File: src/rtl/roteador_arbitro_if.sv
// rtl/roteador_arbitro_if.sv - request/data/handshake bundle between producers, arbiter and consumer
interface roteador_arbitro_if #(
  parameter int DATA_W   = 4,
  parameter int SEL_BITS = 2
) ();
  logic [3:0]          req;
  logic [DATA_W-1:0]   a;
  logic [DATA_W-1:0]   b;
  logic [DATA_W-1:0]   c;
  logic [DATA_W-1:0]   d;
  logic                out_ready;
  logic [3:0]          gnt;
  logic [SEL_BITS-1:0] sel;
  logic [DATA_W-1:0]   saida;
  logic                out_valid;
  logic                busy;

  modport master (
    output req, a, b, c, d, out_ready,
    input  gnt, sel, saida, out_valid, busy
  );

  modport slave (
    input  req, a, b, c, d, out_ready,
    output gnt, sel, saida, out_valid, busy
  );
endinterface

File: src/rtl/roteador_arbitro.sv
// rtl/roteador_arbitro.sv - round-robin arbiter with bounded bursts for the shared 4-way output
module roteador_arbitro #(
  parameter int DATA_W    = 4,
  parameter int SEL_BITS  = 2,
  parameter int MAX_BURST = 4
) (
  input logic clk,
  input logic rst_n,
  roteador_arbitro_if.slave bus
);

  typedef enum logic {IDLE, GRANT} state_t;

  state_t      state_q, state_d;
  logic [1:0]  sel_q, sel_d;
  logic [1:0]  ptr_q, ptr_d;
  logic [3:0]  gnt_q, gnt_d;
  logic [3:0]  count_q, count_d;

  logic        out_valid;
  logic        xfer;
  logic        release_now;
  logic [1:0]  arb_ptr;
  logic [1:0]  winner;
  logic [DATA_W-1:0] data_sel;

  // First set bit scanning p, p+1, ... mod 4; lower offsets overwrite higher ones.
  function automatic logic [1:0] pick(input logic [3:0] r, input logic [1:0] p);
    logic [1:0] idx;
    pick = p;
    for (int i = 3; i >= 0; i--) begin
      idx = p + i[1:0];
      if (r[idx]) pick = idx;
    end
  endfunction

  always_ff @(posedge clk or negedge rst_n) begin
    if (!rst_n) begin
      state_q <= IDLE;
      sel_q   <= '0;
      ptr_q   <= '0;
      gnt_q   <= '0;
      count_q <= '0;
    end else begin
      state_q <= state_d;
      sel_q   <= sel_d;
      ptr_q   <= ptr_d;
      gnt_q   <= gnt_d;
      count_q <= count_d;
    end
  end

  always_comb begin
    state_d     = state_q;
    sel_d       = sel_q;
    ptr_d       = ptr_q;
    gnt_d       = gnt_q;
    count_d     = count_q;
    out_valid   = (state_q == GRANT) && bus.req[sel_q];
    xfer        = out_valid && bus.out_ready;
    release_now = (state_q == GRANT) &&
                  (!bus.req[sel_q] || (xfer && (count_q == 4'(MAX_BURST - 1))));
    // On release the just-served requester moves to the back of the scan order.
    arb_ptr     = release_now ? sel_q + 2'd1 : ptr_q;
    winner      = pick(bus.req, arb_ptr);

    case (state_q)
      IDLE: begin
        if (|bus.req) begin
          state_d = GRANT;
          sel_d   = winner;
          gnt_d   = 4'b0001 << winner;
          count_d = '0;
        end
      end
      GRANT: begin
        if (release_now) begin
          ptr_d   = arb_ptr;
          count_d = '0;
          if (|bus.req) begin
            sel_d = winner;
            gnt_d = 4'b0001 << winner;
          end else begin
            state_d = IDLE;
            gnt_d   = '0;
          end
        end else if (xfer) begin
          count_d = count_q + 4'd1;
        end
      end
      default: begin
        state_d = IDLE;
        gnt_d   = '0;
      end
    endcase
  end

  always_comb begin
    data_sel = '0;
    if (out_valid) begin
      case (sel_q)
        2'd0:    data_sel = bus.a;
        2'd1:    data_sel = bus.b;
        2'd2:    data_sel = bus.c;
        default: data_sel = bus.d;
      endcase
    end
  end

  assign bus.gnt       = gnt_q;
  assign bus.sel       = SEL_BITS'(sel_q);
  assign bus.saida     = data_sel;
  assign bus.out_valid = out_valid;
  assign bus.busy      = (state_q == GRANT);

endmodule

File: src/flat_wrapper.sv
// flat-port wrapper written by rule: the top's interface ports become plain ports
module roteador_arbitro_flat 
#(
  parameter int DATA_W    = 4,
  parameter int SEL_BITS  = 2,
  parameter int MAX_BURST = 4
)
  (clk, rst_n, bus_req, bus_a, bus_b, bus_c, bus_d, bus_out_ready, bus_gnt, bus_sel, bus_saida, bus_out_valid, bus_busy);
  roteador_arbitro_if #(.DATA_W(DATA_W), .SEL_BITS(SEL_BITS)) bus_i ();
  input logic clk;
  input logic rst_n;
  input wire logic [$bits(bus_i.req)-1:0] bus_req;
  input wire logic [$bits(bus_i.a)-1:0] bus_a;
  input wire logic [$bits(bus_i.b)-1:0] bus_b;
  input wire logic [$bits(bus_i.c)-1:0] bus_c;
  input wire logic [$bits(bus_i.d)-1:0] bus_d;
  input wire logic [$bits(bus_i.out_ready)-1:0] bus_out_ready;
  output wire logic [$bits(bus_i.gnt)-1:0] bus_gnt;
  output wire logic [$bits(bus_i.sel)-1:0] bus_sel;
  output wire logic [$bits(bus_i.saida)-1:0] bus_saida;
  output wire logic [$bits(bus_i.out_valid)-1:0] bus_out_valid;
  output wire logic [$bits(bus_i.busy)-1:0] bus_busy;
  assign bus_i.req = bus_req;
  assign bus_i.a = bus_a;
  assign bus_i.b = bus_b;
  assign bus_i.c = bus_c;
  assign bus_i.d = bus_d;
  assign bus_i.out_ready = bus_out_ready;
  assign bus_gnt = bus_i.gnt;
  assign bus_sel = bus_i.sel;
  assign bus_saida = bus_i.saida;
  assign bus_out_valid = bus_i.out_valid;
  assign bus_busy = bus_i.busy;
  roteador_arbitro #(.DATA_W(DATA_W), .SEL_BITS(SEL_BITS), .MAX_BURST(MAX_BURST)) u_core (.clk(clk), .rst_n(rst_n), .bus(bus_i));
endmodule
File: config.mk
export PLATFORM = sky130hd
export DESIGN_NAME = roteador_arbitro_flat
export DESIGN_NICKNAME = d
export VERILOG_FILES = /design/src/rtl/roteador_arbitro_if.sv /design/src/rtl/roteador_arbitro.sv /design/src/flat_wrapper.sv
export SDC_FILE = /design/constraint.sdc
export NUM_CORES = 1
export LEC_CHECK = 0
export CAP_MARGIN = 20
export CORE_AREA = 2 2 49 60
export CTS_BUF_LIST = sky130_fd_sc_hd__clkbuf_4
export CTS_CLUSTER_DIAMETER = 120
export CTS_CLUSTER_SIZE = 8
export DETAILED_ROUTE_END_ITERATION = 10
export DIE_AREA = 0 0 51 62
export MAX_ROUTING_LAYER = met4
export PLACE_DENSITY = 0.84
export SLEW_MARGIN = 40
export SYNTH_ARGS = -nofsm -noshare
export SYNTH_HDL_FRONTEND = slang
export SYNTH_SLANG_ARGS = --single-unit
File: constraint.sdc
create_clock -name clk -period 2.2 [get_ports clk]
set_clock_uncertainty 0.05 [all_clocks]
set_input_delay 0.44 -clock clk [delete_from_list [all_inputs] [get_ports clk]]
set_output_delay 0.44 -clock clk [all_outputs]
set_load 0.05 [all_outputs]
==> flow_summary.ini, run 1 <==
[outcome]
status = complete, but fails checks
violations = negative setup slack

[power]
p_seq_share_pct = 16.2
switching_share_pct = 49.88
leakage_nw = 0.7270
ir_drop_mv = 0.8757
p_int_mw = 1.304
clock_power_share_pct = 6.2
switching_power_mw = 1.297
power.density_nw_per_um2 = 1463
pwr-share-comb_pct = 77.6

[clock_tree]
cts_sinks = 13
cts_buffer_depth = 2
htreeDepth = 1
cts_buffers = 3
cts_hold_buf = 0
path_clk_slew_ns = 0.08
clk_latency_ns = 0.28
cts_tree = built
cts_root_buf = clkbuf_4

[global_route]
grt_max_degree = 14
grt_pass1_vias = 1240
grt_pass1_wl_um = 5354
antenna_found_initial = 0
overflow = 0
grt_usage_pct = 23.01

[layout]
fin_nets = 198
diodes = 0
fin_cells = 203
area_growth_pct = 69.77
layout-drive-gt1-share_pct = 43.20
final_core_util_pct = 67.00

[logic_synthesis]
synth_top_area_share_pct = 31.06
synth_area_leaders = dfrtp_1 31%, ha_1 6.0%, nor2_1 4.7%
avgSynthCellArea_um2 = 9.435
ys_seq_area_share_pct = 31.06
synthFlopType = dfrtp_1
synth_cells = 111
ys_ff_latch = 13
syn_nets = 139
yosys_warnings = 0
yosysTopAreaCell = dfrtp_1
synth-edff-count = 0
async_flop_share_pct = 100.0
synthesis.area_um2 = 1047
synth_common_cells = 13 x dfrtp_1, 13 x nor2_1, 9 x nand2_1
synth.distinct_cells = 42

[hold_path]
holdPathStages = 1
holdCritStartpoint = u_core.bus.gnt[3]
hold_path_class = flip-flop to flip-flop
hold_end = u_core.bus.gnt[3]

[timing]
slew_headroom_pct = 59.76
finalSetupTns_ns = -0.7007
setup_ws_ns = -0.1692
worst_pin_slew_ns = 0.6017
slew_viol_final = 0
rsz0062_at_grt = true
whs_ns = 0.4583
fin_crit_ns = 2.369
maxClockFrequency_ghz = 0.4221
hold_violations = 0
min_period_over_period_pct = 107.7
setup_viol = 7

[critical_path]
worst-r2r-cell-count = 7
r2r_start = u_core.bus.sel[0]
reg2reg_to = u_core.bus.gnt[1]
cp_max_fo = 4
rrSetupSlack_ns = -0.03
crit_arrival_ns = 1.88
end_kind = primary output
required_ns = 1.71
startpoint_type = flip-flop
critPathKind = flip-flop to primary output

[drt]
drc = 0
wl_um = 3484
drtIter0Drc = 71
post_drt_via_cell_ratio = 5.655
highest_layer = met4
ant_nets = 0
route.met2.wl_um = 1918
wl_met1_um = 1360
wl_per_cell_um = 17.16
via_count = 1148
wl_met3_um = 178
first_pass_iters = 7

[floorplanning]
io_pins = 35
core_region_area_um2 = 2654
initial_core_util_pct = 39.46
die_h_um = 62
dieArea_um2 = 3162
rows = 21
fp.dieW_um = 51

[placement]
dp_cells = 194
place.gp.congestion = 0.9884
dp_hpwl_um = 2530
io_buffer_count = 34
pre_cts_slack_ns = -0.4055

[run]
max_cap_violations = 0
## metrics by stage
step	power, mW	area (µm²)
after floorplan	1.570	1079
after global placement	2.003	1562
after detailed placement	2.080	1562
after CTS	2.425	1690
after global routing	2.754	1778
final	2.601	1778
## metal layers
layer  vias up  GRT usage, %
met5         -             -
met4         0         8.880
met3         4         4.067
met2        43         45.45
met1       554         22.22
li1        547             -
## cell usage in the layout, fill, tap and decap left out, types with 2 or more instances in the layout
cell / Yosys / layout
a211oi_1: 4 / 2
a211oi_2: 1 / 3
a21oi_1: 6 / 2
a21oi_2: 0 / 4
a222oi_1: 4 / 4
a31oi_1: 2 / 2
a32o_1: 4 / 3
buf_4: 0 / 22
buf_6: 2 / 8
clkbuf_4: 0 / 4
clkdlybuf4s50_1: 0 / 25
dfrtp_1: 13 / 10
dfrtp_2: 0 / 3
dlygate4sd2_1: 0 / 2
ha_4: 0 / 3
inv_1: 7 / 4
inv_4: 0 / 2
nand2_1: 9 / 9
nand4_1: 2 / 2
nor2_1: 13 / 9
nor2_2: 0 / 3
o21ai_0: 7 / 7
o21ai_1: 2 / 2
o31ai_2: 1 / 2
## logic make-up after synthesis
logic type,Yosys count,share of synthesized area [%]
DFF,13,31.06
AOI/OAI and AO/OA,42,34.89
buffers and inverters,12,5.853
muxes,4,5.137
and+or+nand+nor,35,17.09
adders and majority gates,5,5.974
## power by group through the flow
stage	Clock [mW]	Sequential [mW]	Combinational, mW
5_1_grt	0.168	0.429	2.16
6_report	0.161	0.422	2.02
2_1_floorplan	0	0.547	1.02
3_5_place_dp	0	0.434	1.65
3_3_place_gp	0	0.427	1.58
4_1_cts	0.163	0.411	1.85
## layout make-up
class	instances	area, µm²
fill	193	875.8
multi-input combinational	86	794.5
timing repair buffer	59	550.5
sequential	13	329.1
tap	34	42.54
inverter	7	31.28
clock buffer	4	30.03
## state kept, by name, summed over array words and instances (netlist names)
register / cells
u_core.bus.busy: 1
u_core.bus.gnt: 4
u_core.bus.sel: 2
u_core.count_q: 4
u_core.ptr_q: 2
## how the worst max path moves through the flow
stage          slack, ns         startpoint                end  depth (start not counted)
3_3_place_gp       -0.29      bus_out_ready  u_core.bus.sel[0]                          7
6_report           -0.17  u_core.bus.sel[0]       bus_saida[3]                          7
3_5_place_dp       -0.41      bus_out_ready  u_core.bus.sel[0]                          7
2_1_floorplan      0.006  u_core.bus.sel[0]  u_core.bus.sel[0]                          8
5_1_grt            -0.26  u_core.bus.sel[0]       bus_saida[3]                          7
4_1_cts            -0.15  u_core.bus.sel[1]       bus_saida[3]                          7
## worst max-delay path, cell delays in order, from the launching register on
cell and delay [ns]:
dfrtp_2 0.44, inv_4 0.08, ha_4 0.17, a222oi_1 0.46, nor2_1 0.11, a21oi_2 0.14
nor2_2 0.05, buf_6 0.14
## what timing repair did
item | 4_1_cts | 5_1_grt
pin swaps | 12 | 16
endpoints found under the hold margin | 0 | 0
cloned | 0 | 0
setup buffers | 4 | 2
resized for setup | 22 | 16
endpoints found under the setup margin | 11 | 10
Note: power is estimated with default switching activity, not from simulation.
==> run 2, diff against run 1 <==
- ABC_AREA: default -> 1
- CORE_AREA: 2 2 49 60 -> 2 2 50 62
- DIE_AREA: 0 0 51 62 -> 0 0 52 64
- GPL_TIMING_DRIVEN: default -> 0
==> flow_summary.ini, run 2 <==
[floorplanning]
rows = 21
initial_core_util_pct = 41.61
fp.dieW_um = 52
die_h_um = 64
dieArea_um2 = 3328
io_pins = 35
core_region_area_um2 = 2706

[layout]
fillers = 218
regArea_um2 = 329.1
fin_cells = 268
multi_input_area_um2 = 928.4
fin_nets = 263
area_growth_pct = 72.22
mostFrequentLayoutCell = nand2_1
layout-drive-gt1-share_pct = 40.60
final_cell_mix = 57 x nand2_1, 25 x nand2_2, 23 x clkdlybuf4s50_1, 17 x inv_1, 17 x buf_4
diodes = 0

[logic_synthesis]
synthesis.area_um2 = 1126
ys_seq_area_share_pct = 28.89
synth-edff-count = 0
avgSynthCellArea_um2 = 6.435
synth_cells = 175
synth_common_cells = 71 x nand2_1, 20 x inv_1, 13 x dfrtp_1
synth.most_common_cell = nand2_1
syn_nets = 203
ys_ff_latch = 13
synth_top_area_share_pct = 28.89
yosysTopAreaCell = dfrtp_1
yosys_warnings = 0
synthFlopType = dfrtp_1
synth.distinct_cells = 30
synth_area_leaders = dfrtp_1 29%, nand2_1 24%, inv_1 6.7%
async_flop_share_pct = 100.0

[drt]
ant_nets = 0
drc = 0
post_drt_via_cell_ratio = 4.993
drtIter0Drc = 37
wl_um = 3335
via_count = 1338
wl_per_cell_um = 12.44
first_pass_iters = 5

[placement]
dp_cells = 243
place.gp.congestion = 0.8240
io_buffer_count = 34
dp_hpwl_um = 2153

[critical_path]
worst-r2r-cell-count = 17
slowest_delay_ns = 0.44
cp_num_cells = 9
crit_arrival_ns = 1.71
crit_buf_inv = 4
startpoint_type = flip-flop
rrSetupSlack_ns = 0.09
end_kind = primary output
required_ns = 1.71
critPathKind = flip-flop to primary output
cp_max_fo = 4
crit_family = buffers and inverters
cp_cell_sequence = inv_2, nand2_2, nand3_4, buf_6, nand3_4, clkinvlp_4, o21ai_2, a31oi_4, buf_6
cpMaxStageDelayCell = dfrtp_2

[clock_tree]
cts_root_buf = clkbuf_4
path_clk_slew_ns = 0.08
cts_buffers = 3
cts_sinks = 13
cts_buffer_depth = 2
cts_tree = built
htreeDepth = 1
clk_latency_ns = 0.27
cts_hold_buf = 0

[global_route]
grt_pass1_vias = 1168
grt_pass1_wl_um = 4712
grt_usage_pct = 18.33
antenna_found_initial = 0
grt_max_degree = 14
overflow = 0

[timing]
slew_viol_final = 0
min_period_over_period_pct = 100.2
rsz0062_at_grt = true
fin_crit_ns = 2.204
setup_viol = 1
worst_pin_slew_ns = 0.5704
hold_violations = 0
setup_ws_ns = -0.004090
slew_headroom_pct = 61.85
maxClockFrequency_ghz = 0.4537

[hold_path]
hold_path_class = flip-flop to flip-flop
holdPathStages = 2

[outcome]
violations = negative setup slack
status = complete, but fails checks

[run]
max_cap_violations = 0
-- run 2: kinds of logic (layout without fill, tap and decap cells) --
group	after synthesis	after routing	synth area share, %
buffers and inverters	25	83	9.110
adders and majority gates	5	5	5.556
AOI/OAI and AO/OA	19	19	10.33
DFF	13	13	28.89
and+or+nand+nor	113	114	46.11
-- run 2: worst paths after layout --
check / startpoint / to
worst max-delay path: u_core.bus.sel[0] / bus_saida[3]
worst min-delay path: u_core.bus.gnt[3] / u_core.bus.gnt[3]
worst max register to register: u_core.bus.sel[0] / u_core.bus.gnt[2]
worst min register to register: u_core.bus.gnt[3] / u_core.bus.gnt[3]
max in group asynchronous: rst_n / u_core.bus.sel[0]
min in group asynchronous: rst_n / u_core.bus.gnt[0]
-- run 2: stage by stage --
step | utilization (%) | hold WS, ns | setup TNS, ns | setup WS [ns] | area (µm²)
after global placement | 58.07 | 0.4197 | -6.549 | -0.8556 | 1572
after detailed placement | 58.07 | 0.4141 | -7.076 | -0.8785 | 1572
final | 71.66 | 0.4406 | -0.004090 | -0.004090 | 1939
after global routing | 71.66 | 0.4479 | -0.6745 | -0.08452 | 1939
after floorplan | - | 0.09441 | 0 | 0.02664 | 1189
after CTS | 60.24 | 0.4434 | 0 | 0.01036 | 1630
-- run 2: final cells by class --
| class | count | area share, % |
|---|---|---|
| Multi-Input combinational cell | 138 | 47.87 |
| Clock buffer | 3 | 1.161 |
| Sequential cell | 13 | 16.97 |
| Clock inverter | 1 | 0.2581 |
| Timing Repair Buffer | 54 | 25.81 |
| Buffer | 2 | 0.8387 |
| Tap cell | 34 | 2.194 |
| Inverter | 23 | 4.903 |
-- run 2: timing repair --
item	4_1_cts	5_1_grt
gates resized for setup	37	54
setup endpoints to repair	11	10
cloned	0	1
pin swaps	1	16
buffers inserted	2	18
-- run 2: tightest hold or removal path: stages (launching register included) --
cell and delay (ns):
dfrtp_1 0.35, nand2_1 0.05, nand2_1 0.06
-- run 2: routing by layer --
metal	track usage [%]	part of all wire [%]	up-vias	routed length [µm]
li1	-	-	675	-
met1	19.79	38	626	1252
met2	34.81	57	35	1897
met3	3.271	5.2	2	175
met4	1.974	0.30	0	10
met5	-	0	-	0
Power of run 2 is left out: the tool's default activity adds up to more than one toggle a clock period on the data nets, which glitch-free logic cannot reach.
